<file path="config.mk">
export PLATFORM = sky130hd
export DESIGN_NAME = median_moving_average
export DESIGN_NICKNAME = d
export VERILOG_FILES = /design/src/rtl/median_moving_average.sv
export SDC_FILE = /design/constraint.sdc
export NUM_CORES = 1
export LEC_CHECK = 0
export CORE_ASPECT_RATIO = 1.1
export CORE_UTILIZATION = 40
export CTS_CLUSTER_SIZE = 28
export DETAILED_ROUTE_END_ITERATION = 12
export PLACE_DENSITY = 0.67
export SYNTH_ARGS = -nofsm -noshare
export SYNTH_HDL_FRONTEND = slang
export SYNTH_SLANG_ARGS = --single-unit
</file>
<file path="constraint.sdc">
create_clock -name ck100m -period 3.95 [get_ports ck100m]
set_clock_uncertainty 0.05 [all_clocks]
set_input_delay 0.395 -clock ck100m [delete_from_list [all_inputs] [get_ports ck100m]]
set_output_delay 0.395 -clock ck100m [all_outputs]
set_load 0.05 [all_outputs]
</file>
<file path="src/rtl/median_moving_average.sv">
// Moving average over the last 2^AVG_LOG2 samples from the median filter,
// with a hysteresis level comparator on the averaged output.
module median_moving_average #(
   parameter int DATA_WIDTH = 16,
   parameter int AVG_LOG2   = 3,
   parameter int THR_HI     = 1000,
   parameter int THR_LO     = 800
) (
   input  logic                  ck100m,
   input  logic                  srst_n,
   input  logic                  enable,
   input  logic [DATA_WIDTH-1:0] in,
   input  logic                  clear,
   output logic [DATA_WIDTH-1:0] out,
   output logic                  out_enable,
   output logic                  filled,
   output logic                  level_hi
);

   localparam int N  = 1 << AVG_LOG2;
   localparam int SW = DATA_WIDTH + AVG_LOG2;
   localparam logic [AVG_LOG2:0] LAST = (AVG_LOG2 + 1)'(N - 1);
   localparam logic [DATA_WIDTH-1:0] HI = DATA_WIDTH'(THR_HI);
   localparam logic [DATA_WIDTH-1:0] LO = DATA_WIDTH'(THR_LO);

   typedef enum logic [1:0] {EMPTY, FILL, RUN} state_t;

   state_t                state;
   state_t                state_nxt;
   logic [1:0]            rst_sync;
   logic [DATA_WIDTH-1:0] mem [N];
   logic [AVG_LOG2-1:0]   ptr;
   logic [AVG_LOG2:0]     count;
   logic [SW-1:0]         sum;
   logic [SW-1:0]         sum_nxt;
   logic [SW-1:0]         oldest;
   logic [DATA_WIDTH-1:0] avg;
   logic                  accept;
   logic                  emit;

   // Samples are ignored until the released reset has been seen by two flops.
   always_ff @(posedge ck100m or negedge srst_n) begin
      if (!srst_n)
         rst_sync <= '0;
      else
         rst_sync <= {rst_sync[0], 1'b1};
   end

   assign accept  = enable & ~clear & rst_sync[1];
   assign emit    = (state == RUN) || (count == LAST);
   assign oldest  = (state == RUN) ? SW'(mem[ptr]) : '0;
   assign sum_nxt = sum + SW'(in) - oldest;
   assign avg     = sum_nxt[SW-1:AVG_LOG2];
   assign filled  = (state == RUN);

   always_ff @(posedge ck100m or negedge srst_n) begin
      if (!srst_n)
         state <= EMPTY;
      else
         state <= state_nxt;
   end

   always_comb begin
      state_nxt = state;
      if (clear) begin
         state_nxt = EMPTY;
      end else if (accept) begin
         unique case (state)
            EMPTY:   state_nxt = emit ? RUN : FILL;
            FILL:    state_nxt = emit ? RUN : FILL;
            RUN:     state_nxt = RUN;
            default: state_nxt = EMPTY;
         endcase
      end
   end

   always_ff @(posedge ck100m) begin
      if (accept)
         mem[ptr] <= in;
   end

   always_ff @(posedge ck100m or negedge srst_n) begin
      if (!srst_n) begin
         sum        <= '0;
         ptr        <= '0;
         count      <= '0;
         out        <= '0;
         out_enable <= 1'b0;
         level_hi   <= 1'b0;
      end else begin
         out_enable <= 1'b0;
         if (clear) begin
            sum      <= '0;
            ptr      <= '0;
            count    <= '0;
            out      <= '0;
            level_hi <= 1'b0;
         end else if (accept) begin
            sum <= sum_nxt;
            ptr <= ptr + 1'b1;
            if (state != RUN)
               count <= count + 1'b1;
            if (emit) begin
               out        <= avg;
               out_enable <= 1'b1;
               if (avg >= HI)
                  level_hi <= 1'b1;
               else if (avg < LO)
                  level_hi <= 1'b0;
            end
         end
      end
   end

endmodule

</file>
==> impl_metrics.ini <==
[yosys]
synthAdderAreaFrac_pct = 6.75
yosys.area_share.simple_pct = 8.99
mappedNetlistArea_mm2 = 0.00864
synth_largest_type_area_fraction_pct = 44.5
post_synth_mux_area_share_pct = 9.67
ys_types = 70
yosys-top-cells-count = 128 x sky130_fd_sc_hd__edfxtp_1, 74 x sky130_fd_sc_hd__inv_1, 66 x sky130_fd_sc_hd__nand2_1, 66 x sky130_fd_sc_hd__nor2_1, 50 x sky130_fd_sc_hd__a21oi_1
top_ff_cell_synth = sky130_fd_sc_hd__edfxtp_1
synth-xor-area-share_pct = 1.52
synth_seq_area_share_pct = 58.4
compound_cell_area_share_of_the_yosys_netlist_pct = 9.42
synth_nets = 743
post_synth_inst_count = 686
synth_top_family_by_area = multiplexers
netlist_top_cells_area = sky130_fd_sc_hd__edfxtp_1 44%, sky130_fd_sc_hd__dfrtp_1 14%, sky130_fd_sc_hd__mux4_2 6.3%, sky130_fd_sc_hd__fa_1 3.7%, sky130_fd_sc_hd__inv_1 3.2%
most_frequent_cell_after_synthesis = sky130_fd_sc_hd__edfxtp_1
ys_async_sr_fraction_pct = 27.3
synth_seq_cells = 176
synth_area_leader_cell = sky130_fd_sc_hd__edfxtp_1
synth-edff-count = 128
avgSynthCellArea_um2 = 12.6
synth-warning-count = 0

[clock_network]
clock_tree.buffer_depth = 2
clock_tree.htree_level_count = 4
ctsRootBufferMaster = sky130_fd_sc_hd__clkbuf_16
tritoncts_num_sinks = 176
cts.reportedPaths.clkPinSlew_ps = 70
clock_latency_ps = 440
tritoncts = yes
number_of_clock_buffers_inserted_by_tritoncts = 17
post_cts_hold_buffer_count = 0

[grt]
grt_pass1_vias = 5937
grt_first_pass_wirelength_mm = 32.7
grt_max_degree = 49
antenna_found_initial = 1
global_route_usage_over_all_layers_pct = 19.5
overflow = 0

[worst_setup_path]
required_ps = 4210
crit_fanout = 6
worst_path_max_delay_cell = sky130_fd_sc_hd__mux4_2
endpoint_class_of_the_critical_path = flip-flop
worstSetupPathType = reg -> reg
path_common_cell = sky130_fd_sc_hd__buf_4
startpoint_type = flip-flop
cp.arrival_ps = 4360
worstPathCellList = buf_6 > buf_8 > mux4_2 > mux2i_2 > nor2_2 > fa_1 > inv_1 > ha_2 > o211a_1 > buf_4 > buf_4 > a211o_1 > nand4_1 > a311o_1 > nor4_2 > o41ai_2 > nand3_1
max_stage_delay_ps = 530

[floorplanning]
placementRows = 56
die-height_um = 156
die_x_um = 142
core_area_mm2 = 0.0212
start_util_pct = 40.7
ios = 39
dieArea_mm2 = 0.0222

[placement]
routability_driven_placement_congestion_ratio = 0.878
detailed_placer_s_ending_hpwl_mm = 13.6
port_buffers = 38
placed_cells_incl_taps = 1078

[routing]
drt-total-wl_mm = 20.5
detail_route.drc_violations = 0
final_antenna_net_count = 0
detail_route.first_pass.iterations = 5
wire_per_inst_um = 18.1
avgViaCountPerCell = 5.22
iteration_0_drc_markers = 593
routed-via-count = 5915

[timing]
min_period_over_period_pct = 104
fin_worst_setup_slack_ps = -153
fin_tns_setup_ps = -365
final_max_slew_viol_count = 0
timing.max_slew.rel_slack_pct = 35.6
hold_vio_cnt_final = 0
unrepaired_setup_endpoints_after_global_routing = yes
fmax_mhz = 244
fin_crit_ps = 4100
worstMarginPinSlew_ps = 962
final-setup-viol-count = 5

[power]
peakVddDrop_uv = 266
power.leakage_uw = 0.00430
power_density_of_the_placed_cells_mw_per_mm2 = 466

[layout]
layout-drive-gt1-share_pct = 33.5
seq_area_mm2 = 0.00505
post_layout_nonfiller_instances = 1133
nFillCells = 1710
layout.nets = 886
multi_input_comb_area_mm2 = 0.00363
layout-area-overhead-vs-synth_pct = 30.5

[status]
violations = negative setup slack
outcome = finished, violations left

[min_path]
hp-class = in -> async

[job]
number_of_max_capacitance_violations_reported = 0
-- cell families (layout without fill, tap and decap cells) --
kind of cell               count (synthesis)  in the layout
DFF                                      176            176
and+or+nand+nor                          175            175
AOI/OAI and AO/OA                        120            120
buffers and inverters                    110            266
muxes                                     52             52
adders and majority gates                 37             37
xor gates and xnor gates                  15             15
other                                      1              2
-- cells in the final DEF, fill, tap and decap left out, types with 17 or more instances in the layout --
cell type / instances
sky130_fd_sc_hd__a21oi_1: 40
sky130_fd_sc_hd__buf_4: 110
sky130_fd_sc_hd__clkbuf_16: 17
sky130_fd_sc_hd__clkdlybuf4s50_1: 36
sky130_fd_sc_hd__dfrtp_1: 45
sky130_fd_sc_hd__edfxtp_1: 128
sky130_fd_sc_hd__inv_1: 70
sky130_fd_sc_hd__mux4_2: 24
sky130_fd_sc_hd__nand2_1: 59
sky130_fd_sc_hd__nor2_1: 61
-- metal layers --
layer / track usage (%) / up-vias / part of all wire, % / wire, µm
li1: - / 2738 / - / -
met1: 26.2 / 2972 / 45 / 9190
met2: 31.8 / 171 / 49 / 10100
met3: 3.04 / 34 / 3.7 / 759
met4: 7.17 / 0 / 2.0 / 416
met5: 0 / - / 0 / 0
-- worst max-delay path, delay by kind of cell, from the launching register on --
kind	cells	cell delay, ps
compound gates	4	1010
mux	2	750
simple gates	4	340
buf+inv	5	620
flops	1	410
fa+ha+maj	2	790
-- power by group --
part / internal (µW) / leakage (µW) / switching, µW / total (µW)
combinational: 752 / 0.00221 / 766 / 1520
sequential: 2020 / 0.00180 / 22.6 / 2040
clock: 902 / 0.000283 / 788 / 1690
total: 3680 / 0.00430 / 1580 / 5250
-- flip-flops by register name, indices dropped and copies added, names as in the netlist --
name and cells:
sum 19, mem 128, ptr 3, out 16, count 4, state 2, rst_sync 2, out_enable 1
level_hi 1
-- stage by stage --
step	total power (µW)	worst slack (ps)	hold WS, ps	util, %	instance area, µm²
6_report	5250	-153	5.28	53.1	11300
5_1_grt	5480	-309	46.6	53.1	11300
4_1_cts	5100	-77.4	34.6	51.2	10900
3_5_place_dp	3320	-323	298	47.1	10000
3_3_place_gp	3320	-315	287	47.1	10000
2_1_floorplan	2820	25.1	49.4	-	8700
-- repair_timing --
| item | CTS | global route |
|---|---|---|
| endpoints found under the setup margin | 15 | 22 |
| gates cloned | 1 | 0 |
| resized for setup | 41 | 63 |
| buffers inserted | 7 | 14 |
| pin swaps | 20 | 33 |
-- area by class of cell --
class	count	share of cell area [%]
Antenna cell	1	0.0222
Clock buffer	18	3.81
Clock inverter	14	1.41
Inverter	75	2.50
Multi-Input combinational cell	400	32.2
Sequential cell	176	44.8
Tap cell	290	3.22
Timing Repair Buffer	159	12.1
-- worst paths after layout --
path                                  start          end  slack, ps  cells past startpoint
worst min-delay path                 srst_n      out[11]          5                      2
worst max register to register       ptr[0]     level_hi       -150                     17
worst min register to register  rst_sync[0]  rst_sync[1]        310                      0
worst max-delay path                 ptr[0]     level_hi       -150                     17
max in group asynchronous            srst_n       ptr[1]       3370                      2
min in group ck100m             rst_sync[0]  rst_sync[1]        310                      0
Note: power is estimated with default switching activity, not from simulation.
==> RTL edit, RTL diff (same settings) <==
The parameter `DATA_WIDTH` goes from 16 to 18.
--- a/src/rtl/median_moving_average.sv
+++ b/src/rtl/median_moving_average.sv
@@ -2,5 +2,5 @@
 // with a hysteresis level comparator on the averaged output.
 module median_moving_average #(
-   parameter int DATA_WIDTH = 16,
+   parameter int DATA_WIDTH = 18,
    parameter int AVG_LOG2   = 3,
    parameter int THR_HI     = 1000,
Interface: changed (resized in and out); port bits go from 39 to 43. The function was not compared with the original's and may differ.
==> RTL edit against the unedited design <==
- the flow still finishes with violations (negative setup slack)
- sequential share of layout area increased by 1.0 points
- setup slack worse by 0.30 ns
- synthesized area is 8.0% higher
- power up 10%
- die area is 7.9% higher
- fmax is 6.8% lower
- final area is 9.0% higher
- sequential cell count grew 20
- wire length grew 4.8%
- worst hold slack improved by 0.011 ns
- largest cell class unchanged
==> RTL edit: results (changes against the unedited design) <==
Hold path
  • Hold Crit Class: in2async (unchanged)

Yosys
  • Async set-reset flop share out of synthesis: 26.5% (was 27.3%)
  • Mapped Cells: 716 (was 686)
  • Yosys cell types: 62 (was 70)
  • Area contributors post-synth: edfxtp_1 (46%), dfrtp_1 (14%), mux4_2 (7.2%) (was edfxtp_1 (44%), dfrtp_1 (14%), mux4_2 (6.3%))
  • Synth Area in Adders: 6.94% (was 6.75%)
  • Syn_nets: 779 (was 743)
  • Post-synthesis mux area share: 9.93% (was 9.67%)
  • Post-synthesis sequential area ratio: 60.2% (was 58.4%)
  • Synth top cells by count: edfxtp_1 (144), nand2_1 (87), inv_1 (77), a21oi_1 (53), dfrtp_1 (52) (was edfxtp_1 (128), inv_1 (74), nand2_1 (66), nor2_1 (66), a21oi_1 (50))
  • Xor and xnor area share after synthesis: 2.16% (was 1.52%)
  • Post-synthesis compound-gate area fraction: 7.60% (was 9.42%)
  • Post-synth EDFFs: 144 (was 128)

Setup path
  • Critical path arrival: 4.65 ns (was 4.36 ns)
  • Crit Path Max Fanout: 10 (was 6)
  • Largest delay share family, worst path: simple AND/OR/NAND/NOR gates (was compound AO/OA/AOI/OAI gates)
  • Slowest stage delay, CP: 0.50 ns (was 0.53 ns)

Final layout
  • Fin cells: 1195 (was 1133)
  • Final net count: 945 (was 886)
  • Layout cells sized above 1: 33.2% (was 33.5%)
  • Antenna cell count: 0 (was 1)

Placement
  • Dpl cells: 1148 (was 1078)
  • Placed inst area: 0.0111 mm² (was 0.0100 mm²)
  • Post-DP HPWL: 13900 µm (was 13600 µm)
  • Gpl congestion: 0.872 (was 0.878)

Outcome
  • Violations in the final reports: negative setup slack (unchanged)
  • Status: complete, but fails checks (unchanged)

Detailed routing
  • Routed len/inst: 18.0 µm (was 18.1 µm)
  • Met3 WL post-DR: 711 µm (was 759 µm)
  • Met2 WL: 10600 µm (was 10100 µm)
  • M1 wire length: 9790 µm (was 9190 µm)
  • DR iter-0 viols: 404 (was 593)
  • Vias: 6128 (was 5915)

Global routing
  • M3 GR Usage: 2.89% (was 3.04%)
  • Vias in the first global route: 6137 (was 5937)
  • Largest net degree at the start of global routing: 53 (was 49)
  • Initial antenna violation count: 0 (was 1)
  • Met2 Usage GRT: 30.1% (was 31.8%)
  • Global-route met1 utilization: 25.0% (was 26.2%)
  • Global-route wire length before repair: 33200 µm (was 32700 µm)
  • GRT Util Overall: 18.4% (was 19.5%)

STA
  • Setup TNS: -2.26 ns (was -0.365 ns)
  • Final worst setup slack: -0.455 ns (was -0.153 ns)
  • Final setup fails: 16 (was 5)

Clock network
  • Htree depth: 4 (unchanged)

Pwr
  • Leak: 4.62 nW (was 4.30 nW)
  • Peak supply drop: 325 µV (was 266 µV)
[RTL edit: cell types whose count changed after synthesis, sizes merged, moves of 5 or more]
cell and change:
nor2b +5, o21ai -7, xnor2 +7, buf -9, edfxtp +16, clkbuf +7, nor2 -16, mux4 +6
nand2 +21
[RTL edit: kinds of logic after synthesis]
group	after synthesis
AO/OA/AOI/OAI	110
other	1
buffers and inverters	110
adder cells (fa/ha/maj)	41
XOR/XNOR	23
AND/OR/NAND/NOR	181
multiplexers	54
flip-flops	196
[RTL edit: report_power, final]
group	internal [mW]	switching, mW
clock	0.913	0.862
sequential	2.25	0.0246
combinational	0.892	0.842
total	4.06	1.73
[RTL edit: final cells by class]
cell class,count,area [µm²]
well taps,300,375
inverters,77,289
fillers,1906,10600
clock inverters,15,183
flip-flops and latches,196,5630
repair buffers,180,1570
clock buffers,17,425
multi-input cells,410,3820
[RTL edit: worst reg2reg max path, cell delays in order, from the launching register on]
cell and delay (ns):
dfrtp_2 0.40, buf_12 0.14, buf_12 0.14, mux4_2 0.51
mux2i_1 0.27, nor2_1 0.10, fa_1 0.49, inv_1 0.06
ha_4 0.22, and4_4 0.18, buf_4 0.15, and2_2 0.20
and3_1 0.19, nor3b_2 0.23, xnor2_1 0.13, or3_4 0.41
a2111oi_4 0.27, a311oi_1 0.13
[RTL edit: worst min path at each step]
stage                  endpoint  slack, ns  cells after the start
finish                 count[2]       0.02                      2
CTS                    count[2]       0.04                      2
detailed placement  rst_sync[1]       0.29                      0
global route           count[2]       0.07                      2
floorplan              count[0]       0.05                      0
global placement    rst_sync[1]       0.28                      0
[RTL edit: timing repair]
action | in CTS | in global routing
hold buffers | 0 | 0
buffers inserted | 5 | 11
endpoints found under the setup margin | 23 | 28
pin swaps | 20 | 32
gates cloned | 2 | 0
resized for setup | 28 | 50
